`src/rtl/pdm_stream_mc.sv`:
```
// Multi-channel first-order delta-sigma PDM generator with per-channel double-buffered sample ingress.
// Define PDM_DITHER_EN to add a 16-bit LFSR dither to each modulator input.
module pdm_stream_mc #(
    parameter int CHANNELS = 4,
    parameter int WIDTH    = 16,
    parameter int DIV      = 8,
    parameter int OSR      = 64,
    parameter int CW       = (CHANNELS > 1) ? $clog2(CHANNELS) : 1
) (
    input  logic                clk,
    input  logic                rst,
    input  logic                s_valid,
    output logic                s_ready,
    input  logic [CW-1:0]       s_chan,
    input  logic [WIDTH-1:0]    s_data,
    output logic [CHANNELS-1:0] pdm_out,
    output logic                pdm_ce,
    output logic                frame,
    output logic [CHANNELS-1:0] underrun,
    input  logic                underrun_clr
);
    localparam int PW = (DIV > 1) ? $clog2(DIV) : 1;
    localparam int FW = $clog2(OSR);

    logic [PW-1:0]       pre_q, pre_d;
    logic [FW-1:0]       fcnt_q, fcnt_d;
    logic                tick, ftick;
    logic                pdm_ce_q, frame_q;
    logic                full_sel;
    logic [CHANNELS-1:0] full_q, full_d;
    logic [CHANNELS-1:0] underrun_q, underrun_d;
    logic [CHANNELS-1:0] pdm_q, pdm_d;
    logic [WIDTH-1:0]    shadow_q [CHANNELS];
    logic [WIDTH-1:0]    shadow_d [CHANNELS];
    logic [WIDTH-1:0]    active_q [CHANNELS];
    logic [WIDTH-1:0]    active_d [CHANNELS];
    logic [WIDTH-1:0]    acc_q [CHANNELS];
    logic [WIDTH-1:0]    acc_d [CHANNELS];
    logic [WIDTH-1:0]    v [CHANNELS];
    logic [WIDTH:0]      sum [CHANNELS];
`ifdef PDM_DITHER_EN
    logic [15:0]         lfsr_q, lfsr_d;
    logic [WIDTH:0]      dith [CHANNELS];
`endif

    always_comb begin
        tick   = (pre_q == PW'(DIV - 1));
        ftick  = tick && (fcnt_q == FW'(OSR - 1));
        pre_d  = tick ? '0 : pre_q + 1'b1;
        fcnt_d = fcnt_q;
        if (tick) begin
            fcnt_d = ftick ? '0 : fcnt_q + 1'b1;
        end
    end

    // Out-of-range channels never match, so they always see ready and are dropped.
    always_comb begin
        full_sel = 1'b0;
        for (int c = 0; c < CHANNELS; c++) begin
            if (s_chan == CW'(c)) begin
                full_sel = full_q[c];
            end
        end
    end

    assign s_ready = ~full_sel;

`ifdef PDM_DITHER_EN
    always_comb begin
        lfsr_d = lfsr_q;
        if (tick) begin
            lfsr_d = {lfsr_q[14:0], lfsr_q[15] ^ lfsr_q[13] ^ lfsr_q[12] ^ lfsr_q[10]};
        end
    end
`endif

    always_comb begin
        full_d     = full_q;
        underrun_d = underrun_clr ? '0 : underrun_q;
        pdm_d      = pdm_q;
        for (int c = 0; c < CHANNELS; c++) begin
            shadow_d[c] = shadow_q[c];
            active_d[c] = active_q[c];
            acc_d[c]    = acc_q[c];
`ifdef PDM_DITHER_EN
            dith[c] = {1'b0, active_q[c]} + {{WIDTH{1'b0}}, lfsr_q[c % 16]};
            v[c]    = dith[c][WIDTH] ? '1 : dith[c][WIDTH-1:0];
`else
            v[c] = active_q[c];
`endif
            sum[c] = {1'b0, acc_q[c]} + {1'b0, v[c]};
            // Accept only happens with full clear, so it never collides with the transfer clearing full.
            if (ftick) begin
                if (full_q[c]) begin
                    active_d[c] = shadow_q[c];
                    full_d[c]   = 1'b0;
                end else begin
                    underrun_d[c] = 1'b1;
                end
            end
            if (s_valid && s_ready && (s_chan == CW'(c))) begin
                shadow_d[c] = s_data;
                full_d[c]   = 1'b1;
            end
            if (tick) begin
                acc_d[c] = sum[c][WIDTH-1:0];
                pdm_d[c] = sum[c][WIDTH];
            end
        end
    end

    always_ff @(posedge clk or posedge rst) begin
        if (rst) begin
            pre_q      <= '0;
            fcnt_q     <= '0;
            pdm_ce_q   <= 1'b0;
            frame_q    <= 1'b0;
            full_q     <= '0;
            underrun_q <= '0;
            pdm_q      <= '0;
            for (int c = 0; c < CHANNELS; c++) begin
                shadow_q[c] <= '0;
                active_q[c] <= '0;
                acc_q[c]    <= '0;
            end
`ifdef PDM_DITHER_EN
            lfsr_q <= 16'hACE1;
`endif
        end else begin
            pre_q      <= pre_d;
            fcnt_q     <= fcnt_d;
            pdm_ce_q   <= tick;
            frame_q    <= ftick;
            full_q     <= full_d;
            underrun_q <= underrun_d;
            pdm_q      <= pdm_d;
            for (int c = 0; c < CHANNELS; c++) begin
                shadow_q[c] <= shadow_d[c];
                active_q[c] <= active_d[c];
                acc_q[c]    <= acc_d[c];
            end
`ifdef PDM_DITHER_EN
            lfsr_q <= lfsr_d;
`endif
        end
    end

    assign pdm_out  = pdm_q;
    assign pdm_ce   = pdm_ce_q;
    assign frame    = frame_q;
    assign underrun = underrun_q;

endmodule
```
`config.mk`:
```
export PLATFORM = sky130hd
export DESIGN_NAME = pdm_stream_mc
export DESIGN_NICKNAME = d
export VERILOG_FILES = /design/src/rtl/pdm_stream_mc.sv
export SDC_FILE = /design/constraint.sdc
export NUM_CORES = 1
export LEC_CHECK = 0
export CORE_UTILIZATION = 60
export DETAILED_ROUTE_END_ITERATION = 8
export PLACE_DENSITY = 0.81
export REMOVE_ABC_BUFFERS = 1
export SETUP_SLACK_MARGIN = 0.5
export SLEW_MARGIN = 5
export SYNTH_ARGS = -nofsm -noshare
export SYNTH_HDL_FRONTEND = slang
export SYNTH_SLANG_ARGS = --single-unit
```
`constraint.sdc`:
```
create_clock -name clk -period 9.3 [get_ports clk]
set_input_delay 1.395 -clock clk [delete_from_list [all_inputs] [get_ports clk]]
set_output_delay 1.395 -clock clk [all_outputs]
set_load 0.02 [all_outputs]
```
==> results of run 1 <==
[registers in the layout, indices dropped and copies added (netlist names)]
signal,count
fcnt_q,6
pdm_ce,1
frame,1
pre_q,3
acc_q,64
pdm_out,4
full_q,4
shadow_q,64
active_q,64
underrun,4
[cells by family after synthesis]
logic type      after synthesis  synth area share
buf+inv                      42           0.01682
fa+ha+maj                    71           0.08401
simple gates                140           0.06432
compound gates              202            0.1261
xor+xnor                     43           0.03445
flops                       215            0.4922
mux                         176            0.1821
[metrics by stage]
step	setup slack, ps	hold slack, ps	utilization
2_1_floorplan	2026	403.1	-
3_3_place_gp	4588	417.5	0.6546
3_5_place_dp	4571	435.0	0.6546
4_1_cts	4570	451.8	0.7014
5_1_grt	4492	455.3	0.7014
6_report	4558	448.7	0.7014
[power groups by stage]
| stage | sequential, mW | combinational, mW | clock [mW] |
|---|---|---|---|
| after detailed placement | 1.12 | 0.157 | 0 |
| after global placement | 1.12 | 0.149 | 0 |
| final | 1.11 | 0.158 | 0.987 |
| after floorplan | 1.10 | 0.119 | 0 |
| after CTS | 1.11 | 0.160 | 0.999 |
| after global routing | 1.12 | 0.174 | 1.03 |
[layout by cell type (no fill, tap or decap), types with 6 or more instances in the layout]
master / instances
a31oi_1: 9
o21bai_1: 7
o21ai_0: 38
nor3_1: 7
o211ai_1: 7
a211oi_1: 14
xor2_1: 8
nand2_1: 34
a21oi_1: 42
o2bb2ai_1: 10
a21o_1: 29
o21a_1: 6
nand3_1: 15
ha_1: 66
xnor2_1: 35
inv_1: 13
clkdlybuf4s50_1: 32
mux2_2: 169
nor2_1: 40
nand4_1: 11
dfrtp_1: 215
clkbuf_16: 23
[metal layers]
| metal | global-route usage | vias up |
|---|---|---|
| met1 | 0.3404 | 3531 |
| met3 | 0.03889 | 45 |
| met5 | 0 | - |
| li1 | - | 3389 |
| met4 | 0.06227 | 0 |
| met2 | 0.4043 | 133 |
[final cells by class]
type / instances / area [um2]
well taps: 225 / 281.5
repair buffers: 36 / 350.3
clock inverters: 14 / 216.5
multi-input cells: 632 / 5404
fillers: 1220 / 5236
flip-flops and latches: 215 / 5380
inverters: 15 / 63.81
clock buffers: 28 / 604.3
[final timing paths]
kind                                     startpoint                        to  slack, ps  cells after the start
setup / recovery                          s_chan[0]                   s_ready       4560                      4
hold / removal                   pre_q[0]$_DFF_PP0_        pre_q[0]$_DFF_PP0_        450                      1
setup reg to reg           active_q[48]$_DFFE_PP0P_     acc_q[60]$_DFFE_PP0P_       6490                      8
hold reg to reg                  pre_q[0]$_DFF_PP0_        pre_q[0]$_DFF_PP0_        450                      1
max in group asynchronous                       rst  shadow_q[51]$_DFFE_PP0P_       6300                      3
min in group asynchronous                       rst  shadow_q[19]$_DFFE_PP0P_       1530                      2
==> results.txt, run 1 <==
Top delay family on crit path: buffers and inverters
Sw Ratio: 0.2235
Setup Buffers After CTS: 0
Port bufs: 32
Skew-Pair Late Insertion Delay: 510 ps
Global Route Usage Sum: 0.2458
Internal: 1.748 mW
Power Total: 2.251 mW
Sequential fraction of the synthesis area: 0.4922
Clock transition at path regs: 60 ps
Clk root buf: clkbuf_16
Critical Path RT: 7910 ps
Fraction of registers with async set/reset: 1.000
Setup_tns: 0 ps
Top layer in use: met4
Clock tree sinks: 215
Maximum VDD drop: 0.2173 mV
RSZ-0062 raised after global routing: false
CTS Hold Bufs: 0
Setup Viol. Count Final: 0
Final #Nets: 1016
CORE AREA: 17540 um2
Worst Setup Start Kind: primary input
Cell leakage power: 6.077 nW
Initial core utilization: 0.6234
CP max FO: 5
Router iterations before antenna repair: 5
Maxcap violations: 0
Power Density: 183.0 nW/um2
Vias in the first global route: 7146
Worst Path Buf+Inv: 3
Top-area cell type share of the netlist area: 0.4922
Synth Instances: 889
Yosys top cell by area: dfrtp_1
Initial antenna violation count: 0
Min Clock Period, post-route: 4743 ps
Gp weighted congestion: 0.8545
Final Cell Area: 12300 um2
Largest net degree at the start of global routing: 151
Most common cell in the synthesized netlist: dfrtp_1
GRT overflow: 0
Share of cells above drive strength 1: 0.2511
Initial DRC count: 392
First-pass GRT wire length: 35770 um
Die Wd: 137.0 um
Synth Warn #: 0
Flops & latches, synth: 215
Synthesized area: 10930 um2
Synthesized area per cell: 12.30 um2
CP peak stage delay: 630 ps
Die height: 137.0 um
Met3 WL: 788 um
IO Pins: 33
WL/cell: 18.90 um
CP cell instances: clkdlybuf4s50_1 -> mux4_2 -> inv_1 -> clkdlybuf4s50_1
Final Cycle Share: 0.5099
Vias: 7098
Commonest cells post-synth: dfrtp_1 (215), mux2_2 (169), ha_1 (67), a21oi_1 (42), nor2_1 (40)
Arrival time worst endpoint: 3350 ps
DPL Wire Length: 14440 um
Max Fclk: 210.9 MHz
Hold Vio Cnt, Final: 0
Number of buffers created by CTS: 23
Most frequent CP cell: clkdlybuf4s50_1
Outcome: finished clean
Number of synthesized flops with an enable pin: 0
Met2 WL post-DR: 10490 um
Seq pwr share: 0.491
Post-cts resize count: 0
Layout Cells excl Fill: 1165
CTS tree: yes
Antenna Cells: 0
Clock power share: 0.438
# rows: 48
Primary FF master, synth: dfrtp_1
Remaining DRCs: 0
Die ar.: 18760 um2
Slew Viols, Final: 0
Cells after DPL: 1123
Logic pwr share: 0.070
Sw Pwr: 0.5032 mW
Vias/cell: 6.093
Worst hold path class: reg2reg
Max-slew headroom: 0.2309
Max stage delay cell, worst path: clkdlybuf4s50_1
Critical path class: in2out
Post-synth cell types: 70
Htree depth: 1
Placed cell areas: 11480 um2
Clk buf depth: 3
Antenna viol nets, final: 0
Layout area overhead: 12.52%
Met1 Wirelength: 10290 um
Endpoint type of the worst setup path: primary output
Actual slew at the worst max-slew pin: 1149 ps
Skew final: 12.41 ps
DRT Wirelength: 22020 um
Dominant cells by area after synthesis: dfrtp_1 (49%), mux2_2 (17%), ha_1 (7.7%)
No activity file was read; power rests on OpenSTA's default activity.
==> run 2: changes to the inputs <==
- CORE_UTILIZATION: 60 -> 56
- PLACE_DENSITY: 0.81 -> 0.79
- clock period: 9.3 -> 4.2 ns (I/O delays scaled with it)
==> run 2 against run 1 <==
- sequential share of layout area fell by 0.37 points
- setup slack lost 3600 ps
- total power rose by 120%
- register-to-register slack lost 5000 ps
- die area increased by 7.0%
- combinational power is 120% higher
- utilization decreased by 4.5 points
- sequential power rose by 120%
- final cell count rose by 3.2%
- hold slack got worse by 16 ps
- design area grew 0.84%
==> results.txt, run 2 (synthesis gave the netlist of run 1 again) <==
Max-slew headroom: 0.2568 (+0.02595)
Clk root buf: clkbuf_16
Initial DRC count: 383 (-2.3%)
Placed cell areas: 11540 um2 (+0.56%)
Met3 Track Usage GR: 0.03712 (-0.001764)
Most frequent CP cell: clkdlybuf4s50_1
Die ar.: 20080 um2 (+7.0%)
Fill cells: 1431 (+17%)
Post-cts resize count: 0 (unchanged)
Max Fclk: 311.4 MHz
Final Util: 0.6566 (-0.04486)
Slew Viols, Final: 0 (unchanged)
IO Pins: 33 (unchanged)
R2R setup slack: 1490 ps (-5000 ps)
# rows: 50 (+4.2%)
Antenna viol nets, final: 0 (unchanged)
Initial core utilization: 0.5786 (-0.04475)
Share of cells above drive strength 1: 0.2550 (+0.003984)
Area taken by multi-input logic gates: 5404 um2 (unchanged)
Clock transition at path regs: 50 ps (about the same)
CP max FO: 5 (unchanged)
CTS tree: yes
Die Wd: 141.7 um (+3.5%)
Maxcap violations: 0 (unchanged)
Worst Setup Start Kind: primary input
Layout area overhead: 13.47%
Clock tree sinks: 215 (unchanged)
DPL Wire Length: 14730 um (+2.0%)
Most frequent cells in the layout: dfrtp_1 (215), mux2_2 (169), ha_1 (66)
CORE AREA: 18890 um2 (+7.7%)
Register area: 5380 um2 (unchanged)
Final #Nets: 1017 (+0.098%)
Layout Cells excl Fill: 1202 (+3.2%)
Setup Viol. Count Final: 0 (unchanged)
First-pass GRT wire length: 36360 um (+1.7%)
Critical Path RT: 3570 ps (-4340 ps)
Clk buf depth: 3 (unchanged)
Power Total: 5.055 mW (+120%)
Final Cell Area: 12400 um2 (+0.84%)
DRT Wirelength: 22030 um (about the same)
Worst Path Buf+Inv: 3 (unchanged)
Remaining DRCs: 0 (unchanged)
Outcome: finished clean
Final Cycle Share: 0.7647
RSZ-0062 raised after global routing: false
WHS: 432.3 ps (-16.42 ps)
CP cell instances: clkdlybuf4s50_1 -> mux4_2 -> inv_1 -> clkdlybuf4s50_1
CP peak stage delay: 640 ps (about the same)
Initial antenna violation count: 1 (+1)
Htree depth: 1 (unchanged)
Cell leakage power: 6.102 nW (+0.41%)
Power Density: 407.6 nW/um2 (+120%)
Router iterations before antenna repair: 4 (-1)
Most Crowded Layer GR: met2
WL/cell: 18.33 um (-3.0%)
GRT overflow: 0 (unchanged)
Critical path class: in2out
Die height: 141.7 um (+3.5%)
Worst hold path class: reg2reg
Top delay family on crit path: buffers and inverters
Vias: 7195 (+1.4%)
Arrival time worst endpoint: 2580 ps (-770 ps)
Vias in the first global route: 7091 (-0.77%)
Vias/cell: 5.986 (-1.8%)
CTS Hold Bufs: 0 (unchanged)
Number of buffers created by CTS: 23 (unchanged)
Skew-Pair Late Insertion Delay: 520 ps (about the same)
Maximum VDD drop: 0.3484 mV (+60%)
Largest net degree at the start of global routing: 130 (-14%)
Hold Vio Cnt, Final: 0 (unchanged)
Port bufs: 32 (unchanged)
Max stage delay cell, worst path: clkdlybuf4s50_1
Actual slew at the worst max-slew pin: 1110 ps (-38.76 ps)
Most common cell after layout, fill and taps aside: dfrtp_1
Min Clock Period, post-route: 3212 ps
Endpoint type of the worst setup path: primary output
Setup Buffers After CTS: 0 (unchanged)
Top flop regs: acc_q: 64 flops, active_q: 64 flops, shadow_q: 64 flops
Skew final: 21.40 ps (+8.990 ps)
GR met1 Demand/Resource: 0.3122 (-0.02824)
Met2 GRT Util: 0.3853 (-0.01905)
Cells after DPL: 1159 (+3.2%)
Gp weighted congestion: 0.8422 (-1.4%)
Global Route Usage Sum: 0.2314 (-0.01441)
[run 2: worst paths after layout]
| kind | cells after the start | startpoint | to |
|---|---|---|---|
| min in group asynchronous | 2 | rst | shadow_q[18]$_DFFE_PP0P_ |
| min reg2reg | 1 | pre_q[0]$_DFF_PP0_ | pre_q[0]$_DFF_PP0_ |
| min | 1 | pre_q[0]$_DFF_PP0_ | pre_q[0]$_DFF_PP0_ |
| max in group asynchronous | 3 | rst | acc_q[60]$_DFFE_PP0P_ |
| max | 4 | s_chan[0] | s_ready |
| max reg2reg | 8 | active_q[48]$_DFFE_PP0P_ | acc_q[60]$_DFFE_PP0P_ |
[run 2: final cells by class]
cell class,count,area share
Inverter,15,0.005144
Clock inverter,13,0.01695
Tap cell,260,0.02623
Clock buffer,29,0.05225
Multi-Input combinational cell,632,0.4356
Antenna cell,1,0.0002017
Sequential cell,215,0.4337
Timing Repair Buffer,37,0.02986
[run 2: power by group]
group          switching [mW]  total [mW]  internal (mW)
combinational           0.140       0.355          0.214
sequential              0.143        2.46           2.32
clock                   0.835        2.24           1.41
[run 2: metal layers]
metal | part of all wire | vias up
met2 | 0.48 | 157
met3 | 0.046 | 42
met5 | 0 | -
met1 | 0.45 | 3614
met4 | 0.025 | 0
li1 | - | 3382
[run 2: stage by stage]
stage          setup TNS, ps  setup WS, ps
6_report                   0         988.5
2_1_floorplan        -496500         -2309
4_1_cts                    0         991.9
5_1_grt                    0         951.7
3_5_place_dp               0         984.8
3_3_place_gp               0          1038
[run 2: worst reg2reg max path, cell delays in order, from the launching register on]
cell and delay [ps]:
dfrtp_1 380, ha_1 250, fa_1 440, a211oi_1 370, o21bai_1 160, a31oi_1 310
o21ai_0 230, xor2_1 180, mux2_2 270
